<file path="src/rtl/cube_move_issuer.sv">
// Buffers decoder move codes and issues each to the cube colour controller as a stable command
// plus a one-cycle ischanged strobe with a forced gap. Optional undo LIFO: define CUBE_UNDO_EN.
module cube_move_issuer #(
    parameter int DEPTH    = 8,
    parameter int ADDR_W   = 3,
    parameter int GAP      = 4,
    parameter int CODE_MAX = 17
) (
    input  logic            clk,
    input  logic            rst,
    input  logic [4:0]      move_in,
    input  logic            move_valid,
    output logic            move_ready,
    input  logic            armed,
    input  logic            flush,
    input  logic            undo_req,
    output logic [4:0]      command,
    output logic            ischanged,
    output logic            busy,
    output logic [ADDR_W:0] count,
    output logic            err,
    output logic [1:0]      state_dbg
);
    // Push handshake: a code transfers on a rising clk edge where move_valid && move_ready;
    // move_ready depends only on count and flush, never on a same-cycle pop.
    typedef enum logic [1:0] {
        IDLE  = 2'd0,
        ISSUE = 2'd1,
        HOLD  = 2'd2
    } state_t;

    localparam int GAP_W = $clog2(GAP + 1);
    localparam logic [ADDR_W:0]   FULL_CNT = (ADDR_W + 1)'(DEPTH);
    localparam logic [ADDR_W:0]   CNT_ONE  = (ADDR_W + 1)'(1);
    localparam logic [ADDR_W-1:0] PTR_ONE  = ADDR_W'(1);
    localparam logic [GAP_W-1:0]  GAP_LOAD = GAP_W'(GAP);
    localparam logic [GAP_W-1:0]  GAP_ONE  = GAP_W'(1);
    localparam logic [GAP_W-1:0]  GAP_LAST = GAP_W'(2);
    localparam logic [4:0]        CODE_LIM = 5'(CODE_MAX);

    state_t            state, state_n;
    logic [4:0]        fifo_mem [DEPTH];
    logic [ADDR_W-1:0] wr_ptr, rd_ptr;
    logic [GAP_W-1:0]  gap_cnt;
    logic              push, push_ok, pop, issue;
    logic [4:0]        issue_code;
    logic [4:0]        head;

    assign head       = fifo_mem[rd_ptr];
    assign move_ready = (count < FULL_CNT) && !flush;
    assign push       = move_valid && move_ready;
    assign push_ok    = push && (move_in <= CODE_LIM);
    assign busy       = (state != IDLE) || (count != '0);
    assign state_dbg  = state;

`ifdef CUBE_UNDO_EN
    logic [4:0]        lifo_mem [DEPTH];
    logic [ADDR_W-1:0] lifo_top, lifo_prev;
    logic [ADDR_W:0]   lifo_cnt;
    logic              undo_pend, undo_take, undo_drop;

    assign lifo_prev = lifo_top - PTR_ONE;
`else
    logic unused_undo;
    assign unused_undo = undo_req;
`endif

    always_comb begin
        state_n    = state;
        pop        = 1'b0;
        issue      = 1'b0;
        issue_code = command;
`ifdef CUBE_UNDO_EN
        undo_take  = 1'b0;
        undo_drop  = 1'b0;
`endif
        case (state)
            IDLE: begin
                if (armed) begin
`ifdef CUBE_UNDO_EN
                    // A pending undo outranks queued moves; with nothing to undo it is dropped.
                    if (undo_pend && (lifo_cnt != '0)) begin
                        undo_take  = 1'b1;
                        issue      = 1'b1;
                        issue_code = lifo_mem[lifo_prev] ^ 5'd1;
                    end else begin
                        undo_drop = undo_pend;
                    end
`endif
                    if (!issue && (count != '0)) begin
                        pop        = 1'b1;
                        issue      = 1'b1;
                        issue_code = head;
                    end
                end
            end
            // HOLD ends as the counter steps down to 1, so strobes land GAP+1 cycles apart.
            ISSUE:   state_n = (GAP == 1) ? IDLE : HOLD;
            HOLD:    if (gap_cnt <= GAP_LAST) state_n = IDLE;
            default: state_n = IDLE;
        endcase
        if (issue) state_n = ISSUE;
        if (flush) begin
            state_n = IDLE;
            pop     = 1'b0;
            issue   = 1'b0;
`ifdef CUBE_UNDO_EN
            undo_take = 1'b0;
            undo_drop = 1'b0;
`endif
        end
    end

    always_ff @(posedge clk) begin
        if (push_ok) fifo_mem[wr_ptr] <= move_in;
    end

    always_ff @(posedge clk or posedge rst) begin
        if (rst) begin
            state     <= IDLE;
            command   <= '0;
            ischanged <= 1'b0;
            gap_cnt   <= '0;
            wr_ptr    <= '0;
            rd_ptr    <= '0;
            count     <= '0;
            err       <= 1'b0;
        end else begin
            state <= state_n;
            if (push && !push_ok) err <= 1'b1;
            if (flush) begin
                ischanged <= 1'b0;
                gap_cnt   <= '0;
                wr_ptr    <= '0;
                rd_ptr    <= '0;
                count     <= '0;
            end else begin
                ischanged <= issue;
                if (issue) command <= issue_code;
                if (state == ISSUE) gap_cnt <= GAP_LOAD;
                else if (state == HOLD) gap_cnt <= gap_cnt - GAP_ONE;
                if (push_ok) wr_ptr <= wr_ptr + PTR_ONE;
                if (pop) rd_ptr <= rd_ptr + PTR_ONE;
                if (push_ok && !pop) count <= count + CNT_ONE;
                else if (pop && !push_ok) count <= count - CNT_ONE;
            end
        end
    end

`ifdef CUBE_UNDO_EN
    // Circular LIFO: once full, a new entry silently replaces the oldest one.
    always_ff @(posedge clk) begin
        if (pop) lifo_mem[lifo_top] <= head;
    end

    always_ff @(posedge clk or posedge rst) begin
        if (rst) begin
            lifo_top  <= '0;
            lifo_cnt  <= '0;
            undo_pend <= 1'b0;
        end else if (flush) begin
            lifo_top  <= '0;
            lifo_cnt  <= '0;
            undo_pend <= 1'b0;
        end else begin
            if (pop) begin
                lifo_top <= lifo_top + PTR_ONE;
                if (lifo_cnt != FULL_CNT) lifo_cnt <= lifo_cnt + CNT_ONE;
            end else if (undo_take) begin
                lifo_top <= lifo_prev;
                lifo_cnt <= lifo_cnt - CNT_ONE;
            end
            undo_pend <= (undo_pend && !undo_take && !undo_drop) || undo_req;
        end
    end
`endif

endmodule

</file>
<file path="config.mk">
export PLATFORM = sky130hd
export DESIGN_NAME = cube_move_issuer
export DESIGN_NICKNAME = d
export VERILOG_FILES = /design/src/rtl/cube_move_issuer.sv
export SDC_FILE = /design/constraint.sdc
export NUM_CORES = 1
export LEC_CHECK = 0
export ABC_AREA = 1
export CORE_UTILIZATION = 30
export CTS_CLUSTER_DIAMETER = 120
export DETAILED_ROUTE_END_ITERATION = 7
export GPL_ROUTABILITY_DRIVEN = 0
export HOLD_SLACK_MARGIN = 0.03
export SLEW_MARGIN = 10
export SYNTH_ARGS = -nofsm -noshare
export SYNTH_HDL_FRONTEND = slang
export SYNTH_SLANG_ARGS = --single-unit
</file>
<file path="constraint.sdc">
create_clock -name clk -period 2.7 [get_ports clk]
set_clock_uncertainty 0.15 [all_clocks]
set_input_delay 0.27 -clock clk [delete_from_list [all_inputs] [get_ports clk]]
set_output_delay 0.27 -clock clk [all_outputs]
set_load 0.01 [all_outputs]
</file>
# After elaboration in Yosys (flattened, before gate mapping)
# Memories as Yosys holds them, arrays and structs flattened. A register that Yosys moved wholly into a read port is not among the register bits.
# Cells that the tools add are included.
# word_totals
memories	1
out_inout_bits	15
input_bits	11
ram_bits	40
ff_bits	17
# memory_table
memory	depth	width	read_ports	rd_clocked_by_memory_dff	write_ports	line_no	source
fifo_mem	8	5	1	1	1	42	logic [4:0] fifo_mem [DEPTH];
# op_classes
n_reduce_logical	19
addsub	5
order_cmp	3
muxes	21
bitwise	1
n_eq_ne	4
# ops
operator	count
3-bit two-way mux	7
4-bit two-way mux	3
1-bit two-way mux	7
3-bit by 1-bit adder with 3-bit output (second input constant)	2
1-bit logical AND	6
2-bit two-way mux	3
2-bit case mux with 3 select lines	1
2-bit nonzero test	3
3-bit nonzero test	2
5-bit <= comparator (second input constant)	1
5-bit AND reduction	1
4-bit by 1-bit adder with 4-bit output (second input constant)	1
4-bit less-than comparator (second input constant)	1
4-bit != test (second input constant)	1
4-bit nonzero test	1
4-bit by 1-bit subtractor with 4-bit output (second input constant)	1
3-bit by 2-bit <= comparator with 1-bit output (second input constant)	1
1-bit zero test	3
3-bit != test (second input constant)	1
3-bit by 1-bit subtractor with 3-bit output (second input constant)	1
2-bit by 1-bit == test with 1-bit output (second input constant)	1
2-bit == test (second input constant)	1
2-bit zero test	1
2-bit AND reduction	1
other kinds (2)	2

# Depth between registers and ports, before layout
# Gate-level depths: netlist of run 1.
# logic_depth
word_depth	9
ltp_mapped	15
depth_no_buf	15

# Worst setup path before layout of run 1
# OpenSTA, ideal clock, no wires.
# synth_path
path_kind	register -> register
start	register count[3]
end	register count[3]
t_required_ps	2434
t_arrival_ps	1921
path_stages_with_launch	14
slack_ps	513
period_less_slack_ps	2187
path_cell_list	dfrtp_1 -> nor2_2 -> nand2_2 -> a21oi_4 -> nand2_4 -> ha_1 -> a21oi_1 -> nand3_1 -> nand2_1 -> inv_1 -> nand2_1 -> nand2_1 -> nand2_1 -> nand2_1
# synth_between
elab_cells_between_ends	19
cone_classes	2 x add/sub; 1 x order compare; 7 x mux; 9 x reduce/logical
# synth_rtl
element	line_no	source
from (decl)	20	output logic [ADDR_W:0] count,
from (signal assigned)	144	if (push_ok && !pop) count <= count + CNT_ONE;
from (signal assigned)	145	else if (pop && !push_ok) count <= count - CNT_ONE;
4-bit less-than comparator (*)	50	assign move_ready = (count < FULL_CNT) && !flush;
1-bit logical AND (*)	50	
named net move_ready	13	output logic move_ready,
1-bit logical AND (*)	51	assign push = move_valid && move_ready;
1-bit logical AND (*)	52	assign push_ok = push && (move_in <= CODE_LIM);
1-bit logical AND / 1-bit zero test (equally long branches)	144, 145	
4-bit two-way mux / 1-bit logical AND (equally long branches)	144, 145	
4-bit two-way mux / 3-bit nonzero test (equally long branches)	n/a	
# The timed path passes the listed nets; every way through them passes the cells marked *. The select of a mux whose other input is x is not followed.
# A chain may end at the register's enable or synchronous reset.

# Final worst setup path of run 1
# layout_path
start	register count[3]
end	register count[3]
# layout_between
elab_chain_cells	9
elab_cells_between_ends	19
cone_classes	2 x add/sub; 1 x order compare; 7 x mux; 9 x reduce/logical
# layout_rtl
element	line_no	source
4-bit nonzero test	90	if (!issue && (count != '0)) begin
1-bit two-way mux	90	
1-bit two-way mux	79	if (armed) begin
1-bit two-way mux	77	case (state)
1-bit two-way mux	103	if (flush) begin
1-bit zero test	144	
1-bit logical AND	144	
4-bit two-way mux	144	
4-bit two-way mux	131	if (flush) begin
# Parallel ways exist; a longest one is shown, timed or not. The select of a mux whose other input is x is not followed.

==> key figures, run 1 <==
Global routing
  – Number of antenna violations at the first check in global routing: 0
  – GRT Residual Overflow: 0
  – Via count of the first global-routing pass: 1845
  – Total GRT Usage: 13.36%
  – First-pass GRT wire length: 9.563 mm
  – Largest net degree at the start of global routing: 23

Status
  – Result of the run: finished clean

Placement
  – Number of port buffers: 24
  – Worst setup slack before clock tree synthesis: between 0.15 and 0.2 ns
  – Placed Area: 3198 um^2
  – Cells after DPL: 396
  – Final HPWL from detailed placement: 3.909 mm

Clock tree
  – Number of gates resized after cts: 0
  – Buffer count from post-CTS setup fixing: 0
  – Clock root buffer: clkbuf_8
  – Clock transition at the registers of the reported paths: ~0.08 ns
  – Number of buffers added to fix hold violations after cts: 0
  – Clock tree from TritonCTS: yes
  – H-tree depth reported by CTS: 3
  – Clock buffer count from CTS: 9
  – Clock network latency to the later pin of the worst-skew pair: 0.34 ns
  – Largest buffer count on any clock path: 2
  – Number of sinks on the clock net: a little over 60

Timing
  – Final-report hold violation count: 0
  – Max-slew violation count: 0
  – Worst path setup slack after routing: 0.4738 ns
  – Clock period minus worst slack: 2.226 ns
  – Final setup fails: 0
  – Setup TNS Final: 0 ns
  – Relative slew slack: about two fifths
  – Fin Hold WS: around 0.26 ns
  – Actual slew at the worst max-slew pin: just under 0.9 ns
  – Final period util: just over 80%
  – Highest Clock Rate: ~450 MHz
  – Unrepaired setup endpoints after global routing: no

Drt
  – Total detailed-routing wirelength: ~5.8 mm
  – Residual antenna-violating net count after detailed routing: 0
  – Routed via count divided by cell count: 4.541
  – Number of design rule violations left after detail routing: 0
  – Average wire length per cell after detail routing: ~14 um
  – Routed vias: about 1900
  – Drt first-iter violations: 59
  – First-pass iteration count of the detailed router: 4

Floorplanning
  – Area of the core: roughly 8800 um^2
  – Die Y-Extent: around 97 um
  – Starting density of the core: approximately 31%
  – Row cnt: 34
  – Number of top-level pins: 26
  – Die Wd: around 97 um
  – Area of the die: ~9500 um^2

Synth
  – Synthesis-stage register bit count: between 60 and 70
  – Unique cell type count in the Yosys netlist: 29
  – Post-Syn Area: 2726 um^2
  – Sequential element share of the synthesized area: between 60 and 70%
  – Syn_nets: 272
  – Cells after synthesis: 254
  – Count of synthesis-stage warnings from yosys: 0
  – Mean post-synth cell area: around 11 um^2

Critical path
  – R2R setup slack: 0.47 ns
  – Startpoint-to-endpoint class of the critical path: reg -> reg
  – Slowest stage delay, CP: 0.45 ns
  – Worst reg2reg path startpoint: count[3]
  – Startpoint Class: flip-flop
  – Crit. End Element: flip-flop
  – Chain of cells forming the critical path: nor2_1, nand2_1, nand3_4, nand2_4, ha_1, a21oi_1, nand3_1, nand2_1, inv_1, nand2_1, nand2_1, nand2_1, nand2_1
  – Family of cells with the greatest summed delay on the critical path: simple AND/OR/NAND/NOR gates
  – Worst path slowest cell: dfrtp_1
  – Largest fanout on the critical path: 6
  – Worst EP arrival: roughly 2.3 ns
  – CP dominant cell by count: nand2_1
  – Length in cells of the worst reg-to-reg path: 13
  – Worst Path Buf+Inv: 1
  – Endpoint of the most critical register-to-register path: count[3]
  – Critical path data required time: ~2.8 ns

Cells and area
  – Growth of design area from synthesis to finish: 24.55%
  – Count of fill cells added during filler insertion: 858
  – Core utilization of the finished layout: between 30% and 40%
  – Number of non-filler instances in the completed layout: about 410
  – FF+latch area: between 1500 and 2000 um^2
  – Fraction of final layout cells sized beyond drive strength 1: roughly 15%
  – Layout Nets: between 300 and 400
  – Combined area of the multi-input logic cells: around 860 um^2
  – Antenna fix cells: 0
  – Finished layout cell area: 3396 um^2

Pwr
  – Areal power density over the cells: between 800 and 900 nW/um^2
  – Max rail drop VDD: between 0.4 and 0.5 mV
  – Total design power: 2.768 mW
  – Leakage dissipation: 1.370 nW

Flow run
  – MaxCap Viol Count: 0

Worst hold path
  – Path type of the worst min-delay path: in -> async
## worst reg2reg max path, cell delays in order (launching register included)
cell and delay (ns):
dfrtp_1 0.45, nor2_1 0.20, nand2_1 0.15, nand3_4 0.13, nand2_4 0.08, ha_1 0.33
a21oi_1 0.21, nand3_1 0.09, nand2_1 0.09, inv_1 0.04, nand2_1 0.04, nand2_1 0.05
nand2_1 0.07, nand2_1 0.05
## cell usage in the layout, fill, tap and decap left out, drive strengths merged, types with 2 or more instances in the layout
cell	synthesis	routed
a21oi	6	6
buf	1	16
clkbuf	5	9
clkdlybuf4s50	0	24
clkinv	0	4
dfrtp	22	22
edfxtp	40	40
ha	6	6
inv	23	24
nand2	45	45
nand3	14	14
nor2	43	43
nor3	2	2
o211ai	10	10
o21ai	29	29
## Yosys cell counts, drive strengths merged
library cell | n | share of area [%]
nand2 | 45 | 6.9
nor2 | 43 | 6.1
edfxtp | 40 | 44
o21ai | 29 | 5.5
inv | 23 | 3.2
dfrtp | 22 | 20
nand3 | 14 | 3.0
o211ai | 10 | 2.8
a21oi | 6 | 1.5
ha | 6 | 2.8
clkbuf | 5 | 0.69
nor3 | 2 | 0.37
buf | 1 | 0.18
fa | 1 | 0.73
mux2i | 1 | 0.37
nand4 | 1 | 0.23
o21bai | 1 | 0.28
o221ai | 1 | 0.32
o22ai | 1 | 0.23
xnor2 | 1 | 0.32
xor2 | 1 | 0.32
## report_power, final
group / leakage [nW] / internal [mW] / switching [mW]
Combinational: 0.624 / 0.340 / 0.425
Sequential: 0.646 / 1.11 / 0.0911
Clock: 0.0996 / 0.429 / 0.377
## worst max path at each step
stage | startpoint | end | cells after the start
2_1_floorplan | count[3] | count[3] | 13
3_3_place_gp | flush | count[3] | 14
3_5_place_dp | flush | count[3] | 14
4_1_cts | count[3] | count[3] | 13
5_1_grt | count[3] | count[3] | 13
6_report | count[3] | count[3] | 13
## flip-flops by register name, indices dropped and copies added (netlist names)
register,cells
command,5
count,4
err,1
fifo_mem,40
gap_cnt,3
ischanged,1
rd_ptr,3
state_dbg,2
wr_ptr,3
## area by class of cell
class                           instances  area share (%)
Timing Repair Buffer                   40           10.61
Tap cell                              108           3.979
Sequential cell                        62           51.58
Multi-Input combinational cell        163           25.46
Inverter                               23           2.542
Clock buffer                            9           3.648
Clock inverter                          7           2.174
## layer usage
metal	vias to the layer above	wire (um)	share of wire, %	global-route usage [%]
met5	-	0	0	0
met1	876	2673	46	17.16
li1	962	-	-	-
met3	2	246	4.2	4.460
met4	0	28	0.48	4.412
met2	31	2854	49	21.24
## kinds of logic (layout without fill, tap and decap cells)
kind of cell	after synthesis	after routing	synth area share, %
AOI/OAI and AO/OA	48	48	10.56
xor gates and xnor gates	2	2	0.6426
adders and majority gates	7	7	3.488
buffers and inverters	29	79	4.038
DFF	62	62	64.25
muxes	1	1	0.3672
and+or+nand+nor	105	105	16.66
Power figures use the tool's default switching activity.
==> run 2, diff against run 1 <==
Clock period 2.7 ns to 2.1 ns, I/O delays scaled along.
==> run 2 against run 1 <==
Sequential share of layout area decreased by 1.5 points. Critical endpoint unchanged. Cell area grew 3.1%. Global-route usage up 0.66 points. Die area did not move. Sequential power increased by 26%. Combinational power is 57% higher. Highest routed layer unchanged. First-iteration DRC count rose by 54%. Register-to-register slack lost 0.34 ns. Maximum frequency increased by 13%.
==> key figures, run 2 (synthesis gave the netlist of run 1 again) <==
Critical path
  – Largest fanout on the critical path: 6
  – Endpoint of the most critical register-to-register path: count[3]
  – Start point of the critical path: count[3]
  – Worst reg2reg path startpoint: count[3]
  – Startpoint-to-endpoint class of the critical path: reg -> reg
  – Crit. End Element: flip-flop
  – CP Capture Point: count[3]
  – Startpoint Class: flip-flop
  – Worst Path Buf+Inv: 1
  – Worst path slowest cell: dfrtp_2
  – Worst EP arrival: 2.04 ns
  – R2R setup slack: between 0.1 and 0.15 ns
  – Chain of cells forming the critical path: nor2_1, nand2_1, nand3_4, nand2_4, ha_4, nand3_1, nand2_1, nand2_1, nand2_1, inv_1, nand2_1, nand2_1, nand2_1, nand2_1
  – CP dominant cell by count: nand2_1
  – Critical path data required time: between 2 and 2.5 ns
  – Cell depth of the worst setup path: 14
  – Length in cells of the worst reg-to-reg path: 14
  – Slowest stage delay, CP: 0.43 ns
  – Family of cells with the greatest summed delay on the critical path: simple AND/OR/NAND/NOR gates

Cells and area
  – Fraction of final layout cells sized beyond drive strength 1: around a fifth
  – Layout Nets: 331
  – Leading cell types in the layout, fill and taps excluded: 41 x nor2_1, 41 x nand2_1, 40 x edfxtp_1, 30 x buf_4, 26 x o21ai_0
  – Top register by number of flip-flops: fifo_mem
  – Largest register FFs: 40
  – Core utilization of the finished layout: around two fifths
  – Count of fill cells added during filler insertion: 860
  – Growth of design area from synthesis to finish: 28.45%
  – Antenna fix cells: 0
  – Largest registers ranked by flip-flop count: fifo_mem: 40 flops, command: 5 flops, count: 4 flops

Pwr
  – Switch Pwr: 1.162 mW
  – Areal power density over the cells: about 1000 nW/um^2
  – Sw Ratio: 31.90%
  – Leakage dissipation: about 1.4 nW
  – Total internal power: 2.480 mW
  – Portion of total power attributed to the clock network: ~26%
  – Sequential fraction of design power: 41.4%
  – Combinational share of power: 33.0%
  – Total design power: roughly 3.6 mW
  – Max rail drop VDD: roughly 0.34 mV

Global routing
  – Total GRT Usage: roughly 14%
  – First-pass GRT wire length: between 10 and 15 mm
  – GRT Residual Overflow: 0
  – Number of antenna violations at the first check in global routing: 0
  – Largest net degree at the start of global routing: 23
  – Via count of the first global-routing pass: between 1500 and 2000

Drt
  – Number of design rule violations left after detail routing: 0
  – First-pass iteration count of the detailed router: 4
  – Drt first-iter violations: between 90 and 100
  – Total detailed-routing wirelength: approximately 6 mm
  – Average wire length per cell after detail routing: approximately 14 um
  – Residual antenna-violating net count after detailed routing: 0
  – Routed via count divided by cell count: 4.617
  – Routed vias: slightly below 2000

Clock tree
  – Clock network latency to the later pin of the worst-skew pair: about 0.33 ns
  – H-tree depth reported by CTS: 3
  – Clock tree from TritonCTS: yes
  – Number of sinks on the clock net: 62
  – Largest buffer count on any clock path: 2
  – Clock buffer count from CTS: 9
  – Clock transition at the registers of the reported paths: about 0.070 ns
  – Number of buffers added to fix hold violations after cts: 0
  – Clock root buffer: clkbuf_8

Floorplanning
  – Row cnt: 34
  – Area of the core: 8763 um^2
  – Die Y-Extent: just under 100 um
  – Die Wd: approximately 100 um
  – Number of top-level pins: 26
  – Area of the die: ~9500 um^2
  – Starting density of the core: 31.11%

Status
  – Result of the run: finished clean

Timing
  – Clock period minus worst slack: a little under 2 ns
  – Setup TNS Final: 0 ns
  – Final period util: 93.55%
  – Relative slew slack: 75.44%
  – Highest Clock Rate: around 500 MHz
  – Worst path setup slack after routing: ~0.14 ns
  – Final-report hold violation count: 0
  – Actual slew at the worst max-slew pin: 0.3645 ns
  – Max-slew violation count: 0
  – Fin Hold WS: 0.06372 ns
  – Final setup fails: 0

Placement
  – Worst setup slack before clock tree synthesis: -0.4313 ns
  – Final HPWL from detailed placement: just over 4 mm
  – Number of port buffers: 24

Worst hold path
  – Path type of the worst min-delay path: in -> async

Flow run
  – MaxCap Viol Count: 0
-- run 2: worst register-to-register path: cells and delay by family (launching register included) --
kind | cells | cell delay, ns
flops | 1 | 0.43
fa+ha+maj | 1 | 0.29
simple gates | 12 | 0.95
buf+inv | 1 | 0.04
-- run 2: what timing repair did --
| action | CTS | global route |
|---|---|---|
| gates resized for setup | 1 | 3 |
| endpoints found under the setup margin | 1 | 1 |
| cloned | 0 | 0 |
| setup buffers | 0 | 1 |
| endpoints found under the hold margin | 0 | 0 |
-- run 2: final cells by class --
class / instances / area [um^2] / share of cell area, %
Clock buffer: 14 / 162.7 / 4.645
Clock inverter: 2 / 10.01 / 0.2858
Inverter: 23 / 86.33 / 2.465
Multi-Input combinational cell: 163 / 890.9 / 25.44
Sequential cell: 62 / 1753 / 50.05
Tap cell: 108 / 135.1 / 3.859
Timing Repair Buffer: 54 / 464.2 / 13.25
-- run 2: how the worst min path moves through the flow --
| stage | startpoint | end | slack, ns | cells past startpoint |
|---|---|---|---|---|
| after floorplan | rst | command[0] | 0.05 | 1 |
| after global placement | command[2] | command[2] | 0.31 | 2 |
| after detailed placement | err | err | 0.32 | 1 |
| after CTS | rst | ischanged | 0.06 | 3 |
| after global routing | rst | ischanged | 0.09 | 3 |
| final | rst | ischanged | 0.06 | 3 |
-- run 2: routing by layer --
layer	track usage, %	vias to the layer above	share of wire [%]
li1	-	990	-
met1	17.90	929	46
met2	21.61	31	47
met3	4.101	17	3.8
met4	7.240	0	2.7
met5	0	-	0
-- run 2: power by group through the flow --
stage,registers [mW],logic [mW],clock network [mW]
2_1_floorplan,1.58,0.581,0
3_3_place_gp,1.53,1.15,0
3_5_place_dp,1.53,1.16,0
4_1_cts,1.51,1.17,0.947
5_1_grt,1.52,1.33,1.02
6_report,1.51,1.20,0.933
-- run 2: through the flow --
| step | area [um^2] | instances |
|---|---|---|
| floorplan | 2733 | 254 |
| global placement | 3302 | 409 |
| detailed placement | 3302 | 409 |
| CTS | 3473 | 425 |
| global route | 3502 | 426 |
| finish | 3502 | 426 |
==> run 3, diff against run 2 <==
Settings changed: CORE_ASPECT_RATIO set to 0.75.
==> run 3 against run 2 <==
Cell count increased by 0.47%. Register-to-register slack improved by 0.02 ns. Critical endpoint is now count[2]. Global-route usage about the same. Sequential share of layout area decreased by 2.0 points. Total power increased by 15%. Largest cell class unchanged.
==> key figures, run 3 (synthesis gave the netlist of run 1 again) <==
Worst hold path
  – Path type of the worst min-delay path: in -> async

Drt
  – Routed vias: around 2000
  – First-pass iteration count of the detailed router: 4
  – Number of design rule violations left after detail routing: 0
  – Drt first-iter violations: a little under 80
  – Average wire length per cell after detail routing: 14.06 um
  – Total detailed-routing wirelength: around 6.0 mm
  – Routed via count divided by cell count: approximately 4.6
  – Residual antenna-violating net count after detailed routing: 0

Global routing
  – Total GRT Usage: ~14%
  – GRT Residual Overflow: 0
  – Largest net degree at the start of global routing: 23
  – Number of antenna violations at the first check in global routing: 0
  – Via count of the first global-routing pass: between 1500 and 2000
  – First-pass GRT wire length: approximately 9.8 mm

Floorplanning
  – Row cnt: 29
  – Number of top-level pins: 26
  – Starting density of the core: around a third
  – Die Wd: roughly 110 um
  – Area of the die: around 9500 um^2
  – Area of the core: 8636 um^2
  – Die Y-Extent: 84.56 um

Cells and area
  – FF+latch area: 1753 um^2
  – Finished layout cell area: around 3700 um^2
  – Largest registers ranked by flip-flop count: fifo_mem: 40 flops, command: 5 flops, count: 4 flops
  – Count of fill cells added during filler insertion: between 800 and 900
  – Layout Nets: 333
  – Number of non-filler instances in the completed layout: between 400 and 500
  – Fraction of final layout cells sized beyond drive strength 1: 20.94%
  – Leading cell types in the layout, fill and taps excluded: 40 x nand2_1, 40 x edfxtp_1, 39 x nor2_1, 32 x buf_4, 26 x o21ai_0
  – Growth of design area from synthesis to finish: 33.91%
  – Antenna fix cells: 0
  – Combined area of the multi-input logic cells: 898.4 um^2
  – Top register by number of flip-flops: fifo_mem
  – Largest register FFs: 40

Timing
  – Fin Hold WS: a little over 0.08 ns
  – Relative slew slack: about three fifths
  – Final setup fails: 0
  – Unrepaired setup endpoints after global routing: no
  – Final-report hold violation count: 0
  – Clock period minus worst slack: 1.947 ns
  – Actual slew at the worst max-slew pin: around 0.6 ns
  – Max-slew violation count: 0
  – Worst path setup slack after routing: about 0.15 ns
  – Highest Clock Rate: about 500 MHz
  – Final period util: between 90 and 100%

Flow run
  – MaxCap Viol Count: 0

Pwr
  – Total design power: between 4 and 5 mW
  – Max rail drop VDD: ~0.42 mV
  – Areal power density over the cells: 1151 nW/um^2
  – Leakage dissipation: between 1 and 1.5 nW

Clock tree
  – Clock root buffer: clkbuf_16
  – Number of sinks on the clock net: 62
  – Clock network latency to the later pin of the worst-skew pair: between 0.3 and 0.4 ns
  – H-tree depth reported by CTS: 3
  – Clock tree from TritonCTS: yes
  – Number of buffers added to fix hold violations after cts: 0
  – Clock buffer count from CTS: 9
  – Clock transition at the registers of the reported paths: around 0.05 ns
  – Largest buffer count on any clock path: 2

Critical path
  – R2R setup slack: about 0.15 ns
  – Startpoint Class: flip-flop
  – Length in cells of the worst reg-to-reg path: 10
  – Largest fanout on the critical path: 5
  – Startpoint-to-endpoint class of the critical path: reg -> reg
  – Critical path data required time: between 2 and 2.5 ns
  – Worst EP arrival: about 2 ns
  – Crit. End Element: flip-flop

Placement
  – Placed Area: roughly 3300 um^2
  – Cells after DPL: between 400 and 500
  – Number of port buffers: 24
  – Final HPWL from detailed placement: between 4 and 5 mm
  – Worst setup slack before clock tree synthesis: -0.2490 ns

Status
  – Result of the run: finished clean
## run 3: changes by cell type in the layout (fill, tap and decap cells not counted), sizes merged
cell	previous run	this run
bufinv	0	1
clkinvlp	0	1
dlygate4sd2	1	0
clkinv	2	3
buf	30	32
clkdlybuf4s50	23	24
inv	23	25
clkbuf	14	9
## run 3: layout make-up
cell class              instances  area share, %
clock buffers                   9          6.169
flip-flops and latches         62          48.01
clock inverters                 7          1.988
repair buffers                 56          13.16
well taps                     108          3.701
inverters                      23          2.365
multi-input cells             163          24.61
## run 3: what timing repair did
action / 4_1_cts / 5_1_grt
gates resized for setup: 0 / 6
setup endpoints to repair: 0 / 1
buffers inserted: 0 / 0
## run 3: through the flow
step / TNS, ns / util [%]
2_1_floorplan: 0 / -
3_3_place_gp: -0.7503 / 38.50
3_5_place_dp: -1.303 / 38.50
4_1_cts: 0 / 41.94
5_1_grt: 0 / 42.28
6_report: 0 / 42.28
## run 3: routing by layer
| layer | track usage (%) | routed length (um) | share of wire (%) | up-vias |
|---|---|---|---|---|
| li1 | - | - | - | 992 |
| met1 | 19.75 | 3120 | 52 | 935 |
| met2 | 19.71 | 2636 | 44 | 31 |
| met3 | 5.704 | 236 | 3.9 | 2 |
| met4 | 4.000 | 24 | 0.40 | 0 |
| met5 | 0 | 0 | 0 | - |
## run 3: worst paths after layout
kind | from | to
hold reg to reg | command[2] | command[2]
hold / removal | rst | command[1]
max in group asynchronous | rst | count[3]
setup reg to reg | state_dbg[1] | count[2]
setup / recovery | state_dbg[1] | count[2]
min in group clk | command[2] | command[2]
## run 3: worst max-delay path: stages (launching register included)
cell and delay (ns):
dfrtp_1 0.40, inv_2 0.09, nand2_1 0.08, nor2_4 0.12, nand3_4 0.09, nand2_4 0.10, buf_4 0.14, inv_1 0.05
fa_1 0.37, xor2_1 0.17, o21ai_1 0.08
## run 3: power breakdown
part / internal, mW / total (mW) / switching, mW
registers: 1.43 / 1.52 / 0.0963
clock network: 0.921 / 1.46 / 0.541
logic: 0.569 / 1.22 / 0.647
==> RTL edit 1 (flow settings as in run 2) <==
The option `CUBE_UNDO_EN` is turned on by a define.
--- a/src/rtl/cube_move_issuer.sv
+++ b/src/rtl/cube_move_issuer.sv
@@ -1,5 +1,7 @@
 // Buffers decoder move codes and issues each to the cube colour controller as a stable command
 // plus a one-cycle ischanged strobe with a forced gap. Optional undo LIFO: define CUBE_UNDO_EN.
+`define CUBE_UNDO_EN
+
 module cube_move_issuer #(
     parameter int DEPTH    = 8,
     parameter int ADDR_W   = 3,
Check against the original RTL: not equivalent (a bounded check fails within 10 cycles, from zero or initial values and one cycle with rst high).
==> RTL edit 1 against run 2 <==
Core utilization down 2.1 points. Combinational power rose to 2.9 times the old value. Worst setup slack worse by 0.085 ns. Sequential cell count up 48. Cell area up 81%. Synthesized cell count up 100%. Sequential share of layout area down 0.32 points. Area after synthesis up 90%. Wire length up 81%. Total power up 120%.
==> RTL edit 1: results <==
export IMPL_status="finished clean"
export IMPL_path_clk_slew_ns=0.07
export IMPL_clock_latency_ns=0.35
export IMPL_ir_drop_mv=0.480
export IMPL_fill_cells=1640
export IMPL_reg_top3="fifo_mem x40, lifo_mem x40, command x5"
export IMPL_synth_nets=535
export IMPL_clockBufferDepth=2
export IMPL_cp_top_family="simple AND/OR/NAND/NOR gates"
export IMPL_firstDrtPassIters=4
export IMPL_final_nets=606
export IMPL_max_stage_delay_ns=0.44
export IMPL_synthFlopType="edfxtp_1"
export IMPL_wl_per_cell_um=13.7
export IMPL_dr_total_vias=3640
export IMPL_yosysWarningCount=0
export IMPL_pre_cts_slack_ns=-0.343
export IMPL_ys_types=38
export IMPL_cts_root_buffer="clkbuf_16"
export IMPL_io_buffers=25
export IMPL_grt_use_met1=0.171
export IMPL_layout_drive_gt1_share=0.185
export IMPL_synthTopCellsByArea="edfxtp_1 46%, dfrtp_1 14%, nand2_1 10%"
export IMPL_slowest_stage="dfrtp_2"
export IMPL_dpl_cell_area_sq_mm=0.00600
export IMPL_hp_class="in2reg"
export IMPL_dp_hpwl_mm=8.16
export IMPL_p_sw_mw=3.17
export IMPL_grt_max_degree=28
export IMPL_grt_pass1_vias=3743
export IMPL_antenna_found_initial=0
export IMPL_yosysSeqAreaShare=0.608
export IMPL_synth_edf_count=80
export IMPL_worst_pin_slew_ns=0.473
export IMPL_n_antenna_cell=0
export IMPL_use_met3=0.0266
export IMPL_ys_top_cells_by_count="138 x nand2_1, 80 x edfxtp_1, 54 x nand3_1"
export IMPL_grt_util_met2=0.228
export IMPL_synthArstFlopShare=0.273
export IMPL_p_leak_nw=2.64
export IMPL_numCtsBuffers=9
export IMPL_track_usage=0.134
export IMPL_cp_arrival_ns=2.15
export IMPL_grt_pass1_wl_mm=18.5
export IMPL_first_iter_violations=267
export IMPL_cp_max_fo=4
export IMPL_cts_htree_levels=3
==> RTL edit 1: cell types whose count changed in the layout (fill, tap and decap cells not counted), moves of 11 or more <==
cell,delta
nand3_1,+41
inv_1,+18
nand2_1,+97
edfxtp_1,+40
buf_4,+19
clkbuf_8,-11
==> RTL edit 1: layout make-up <==
type,instances,area [sq um],share of cell area
flip-flops and latches,110,3150,0.497
multi-input cells,338,1780,0.281
repair buffers,76,653,0.103
well taps,220,275,0.0434
clock buffers,9,225,0.0355
inverters,48,183,0.0288
clock inverters,7,72.6,0.0114
==> RTL edit 1: final timing paths <==
kind,startpoint,endpoint,slack [ns],cells after the start
max in group asynchronous,rst,ischanged$_DFF_PP0_,0.68,4
worst max-delay path,count[3]$_DFFE_PP0P_,count[3]$_DFFE_PP0P_,0.05,15
min in group asynchronous,rst,count[2]$_DFFE_PP0P_,0.59,3
worst min-delay path,flush,err$_DFFE_PP0P_,0.19,4
worst min register to register,command[2]$_DFFE_PP0P_,command[2]$_DFFE_PP0P_,0.34,2
worst max register to register,count[3]$_DFFE_PP0P_,count[3]$_DFFE_PP0P_,0.05,15
==> RTL edit 1: per-stage QoR <==
step | instances | hold WS [ns]
floorplan | 512 | 0.151
global placement | 790 | 0.325
detailed placement | 790 | 0.328
CTS | 808 | 0.296
global route | 808 | 0.201
finish | 808 | 0.191
==> RTL edit 1: repair_timing <==
| item | CTS | global route |
|---|---|---|
| hold buffers | 1 | 0 |
| cloned | 0 | 0 |
| pin swaps | 1 | 3 |
| endpoints found under the setup margin | 2 | 3 |
| endpoints found under the hold margin | 10 | 0 |
| resized for setup | 1 | 6 |
| buffers inserted | 1 | 0 |
==> RTL edit 1: power groups by stage <==
stage               clock network (mW)  registers [mW]  logic [mW]
floorplan                            0            2.94        2.21
global placement                     0            2.92        3.39
detailed placement                   0            2.93        3.46
CTS                               1.73            2.88        3.52
global route                      1.82            2.92        3.92
finish                            1.68            2.89        3.50
==> RTL edit 1: layer usage <==
layer | up-vias | routed length, um
li1 | 1845 | -
met1 | 1725 | 4970
met2 | 62 | 5610
met3 | 8 | 364
met4 | 0 | 118
met5 | - | 0
==> RTL edit 1: kinds of logic (layout without fill, tap and decap cells) <==
| kind of cell | Yosys count | count (layout) | synth area share |
|---|---|---|---|
| flops | 110 | 110 | 0.608 |
| buf+inv | 64 | 140 | 0.0540 |
| fa+ha+maj | 12 | 12 | 0.0318 |
| xor+xnor | 6 | 6 | 0.0101 |
| compound gates | 46 | 46 | 0.0473 |
| simple gates | 273 | 273 | 0.247 |
| mux | 1 | 1 | 0.00217 |
==> RTL edit 2 (config.mk and constraints of run 2) <==
Without the edit above. Register the output `err` once more, cleared by the reset; this adds one clock of latency there. The other outputs are not delayed to match.
--- a/src/rtl/cube_move_issuer.sv
+++ b/src/rtl/cube_move_issuer.sv
@@ -37,6 +37,8 @@
     localparam logic [GAP_W-1:0]  GAP_ONE  = GAP_W'(1);
     localparam logic [GAP_W-1:0]  GAP_LAST = GAP_W'(2);
     localparam logic [4:0]        CODE_LIM = 5'(CODE_MAX);
+
+    logic err_s0;
 
     state_t            state, state_n;
     logic [4:0]        fifo_mem [DEPTH];
@@ -124,10 +126,10 @@
             wr_ptr    <= '0;
             rd_ptr    <= '0;
             count     <= '0;
-            err       <= 1'b0;
+            err_s0    <= 1'b0;
         end else begin
             state <= state_n;
-            if (push && !push_ok) err <= 1'b1;
+            if (push && !push_ok) err_s0 <= 1'b1;
             if (flush) begin
                 ischanged <= 1'b0;
                 gap_cnt   <= '0;
@@ -175,5 +177,13 @@
     end
 `endif
 
+    always_ff @(posedge clk or posedge rst) begin
+        if (rst) begin
+            err <= '0;
+        end else begin
+            err <= err_s0;
+        end
+    end
+
 endmodule
 
Behaviour: not the same (Yosys sat finds a counterexample within 4 cycles, from zero or initial values and one cycle with rst high).
==> RTL edit 2 against run 2 <==
The flow now finishes with violations (DRC). Global-route usage decreased by 0.39 points. Total power increased by 8.3%. Largest power group unchanged. Wire length increased by 1.5%. Area after synthesis increased by 0.92%. First-iteration DRC count increased by 42%. Sequential cell count increased by 1. Worst setup slack improved by 0.027 ns. Cell area increased by 2.9%.
==> RTL edit 2: results <==
export IMPL_grt_max_degree=24
export IMPL_violations="DRC"
export IMPL_cp_top_family="flip-flops"
export IMPL_dpl_cell_area_sq_mm=0.00333
export IMPL_internal_power_mw=2.70
export IMPL_p_leak_nw=1.48
export IMPL_dp_hpwl_mm=4.19
export IMPL_wl_per_cell_um=14.5
export IMPL_firstDrtPassIters=7
export IMPL_vias_per_cell=4.66
export IMPL_synthArstFlopShare=0.365
export IMPL_cp_max_fo=4
export IMPL_status="finished, violations left"
export IMPL_synth_nets=273
export IMPL_slowest_stage="dfrtp_1"
export IMPL_clock_latency_ns=0.35
export IMPL_cp_arrival_ns=2.06
export IMPL_synthTopCellsByArea="edfxtp_1 44%, dfrtp_1 21%, nand2_1 5.6%"
export IMPL_first_iter_violations=129
export IMPL_synth_edf_count=40
export IMPL_final_nets=334
export IMPL_io_buffers=24
export IMPL_layout_drive_gt1_share=0.209
export IMPL_worst_pin_slew_ns=0.368
export IMPL_grt_pass1_wl_mm=9.72
export IMPL_grt_pass1_vias=1951
export IMPL_cts_htree_levels=3
export IMPL_ir_drop_mv=0.361
export IMPL_post_route_drc_count=6
export IMPL_yosysSeqAreaShare=0.646
export IMPL_pre_cts_slack_ns=-0.366
export IMPL_track_usage=0.136
export IMPL_max_stage_delay_ns=0.41
export IMPL_ys_top_cells_by_count="41 x nand2_1, 41 x nor2_1, 40 x edfxtp_1"
-- RTL edit 2: cells by family after synthesis --
family          synth area share
compound gates             0.105
fa+ha+maj                 0.0346
buf+inv                   0.0400
xor+xnor                 0.00637
simple gates               0.165
flops                      0.646
mux                      0.00364
-- RTL edit 2: layout make-up --
| cell class | count | area (sq um) |
|---|---|---|
| Timing Repair Buffer | 56 | 483 |
| Multi-Input combinational cell | 163 | 896 |
| Sequential cell | 63 | 1780 |
| Clock buffer | 9 | 124 |
| Tap cell | 108 | 135 |
| Clock inverter | 7 | 103 |
| Inverter | 23 | 86.3 |
| Fill cell | 834 | 5200 |
-- RTL edit 2: repair_timing --
item | 4_1_cts | 5_1_grt
cloned | 0 | 0
endpoints found under the setup margin | 1 | 3
buffers inserted | 0 | 2
resized for setup | 1 | 5
-- RTL edit 2: worst paths after layout --
path / from / to / slack [ns] / cells after the start
hold / removal: rst / command[3]$_DFFE_PP0P_ / 0.05 / 3
hold reg to reg: err_s0$_DFFE_PP0P_ / err$_DFF_PP0_ / 0.24 / 0
setup / recovery: state_dbg[1]$_DFFE_PP0P_ / count[2]$_DFFE_PP0P_ / 0.16 / 10
setup reg to reg: state_dbg[1]$_DFFE_PP0P_ / count[2]$_DFFE_PP0P_ / 0.16 / 10
min in group clk: move_in[1] / fifo_mem[5][1]$_DFFE_PP_ / 0.10 / 1
max in group asynchronous: rst / count[3]$_DFFE_PP0P_ / 1.49 / 3
-- RTL edit 2: worst reg2reg max path, delay by kind of cell (launching register included) --
family / cells / cell delay [ns]
flip-flops: 1 / 0.41
AND/OR/NAND/NOR: 4 / 0.39
adder cells (fa/ha/maj): 1 / 0.37
buffers and inverters: 3 / 0.29
XOR/XNOR: 1 / 0.15
AO/OA/AOI/OAI: 1 / 0.13
-- RTL edit 2: through the flow --
stage | cells | util
floorplan | 255 | -
global placement | 411 | 0.379
detailed placement | 411 | 0.379
CTS | 427 | 0.405
global route | 429 | 0.409
finish | 429 | 0.409
-- RTL edit 2: power groups by stage --
stage          clock network, mW  registers (mW)  logic [mW]
4_1_cts                     1.23            1.52        1.19
3_3_place_gp                   0            1.54        1.16
2_1_floorplan                  0            1.60       0.581
3_5_place_dp                   0            1.54        1.18
5_1_grt                     1.27            1.53        1.35
6_report                    1.20            1.52        1.23
-- RTL edit 2: routing by layer --
layer | vias up | share of wire | GRT usage
li1 | 996 | - | -
met1 | 946 | 0.45 | 0.173
met2 | 52 | 0.48 | 0.217
met3 | 4 | 0.048 | 0.0401
met4 | 0 | 0.014 | 0.0594
met5 | - | 0 | 0
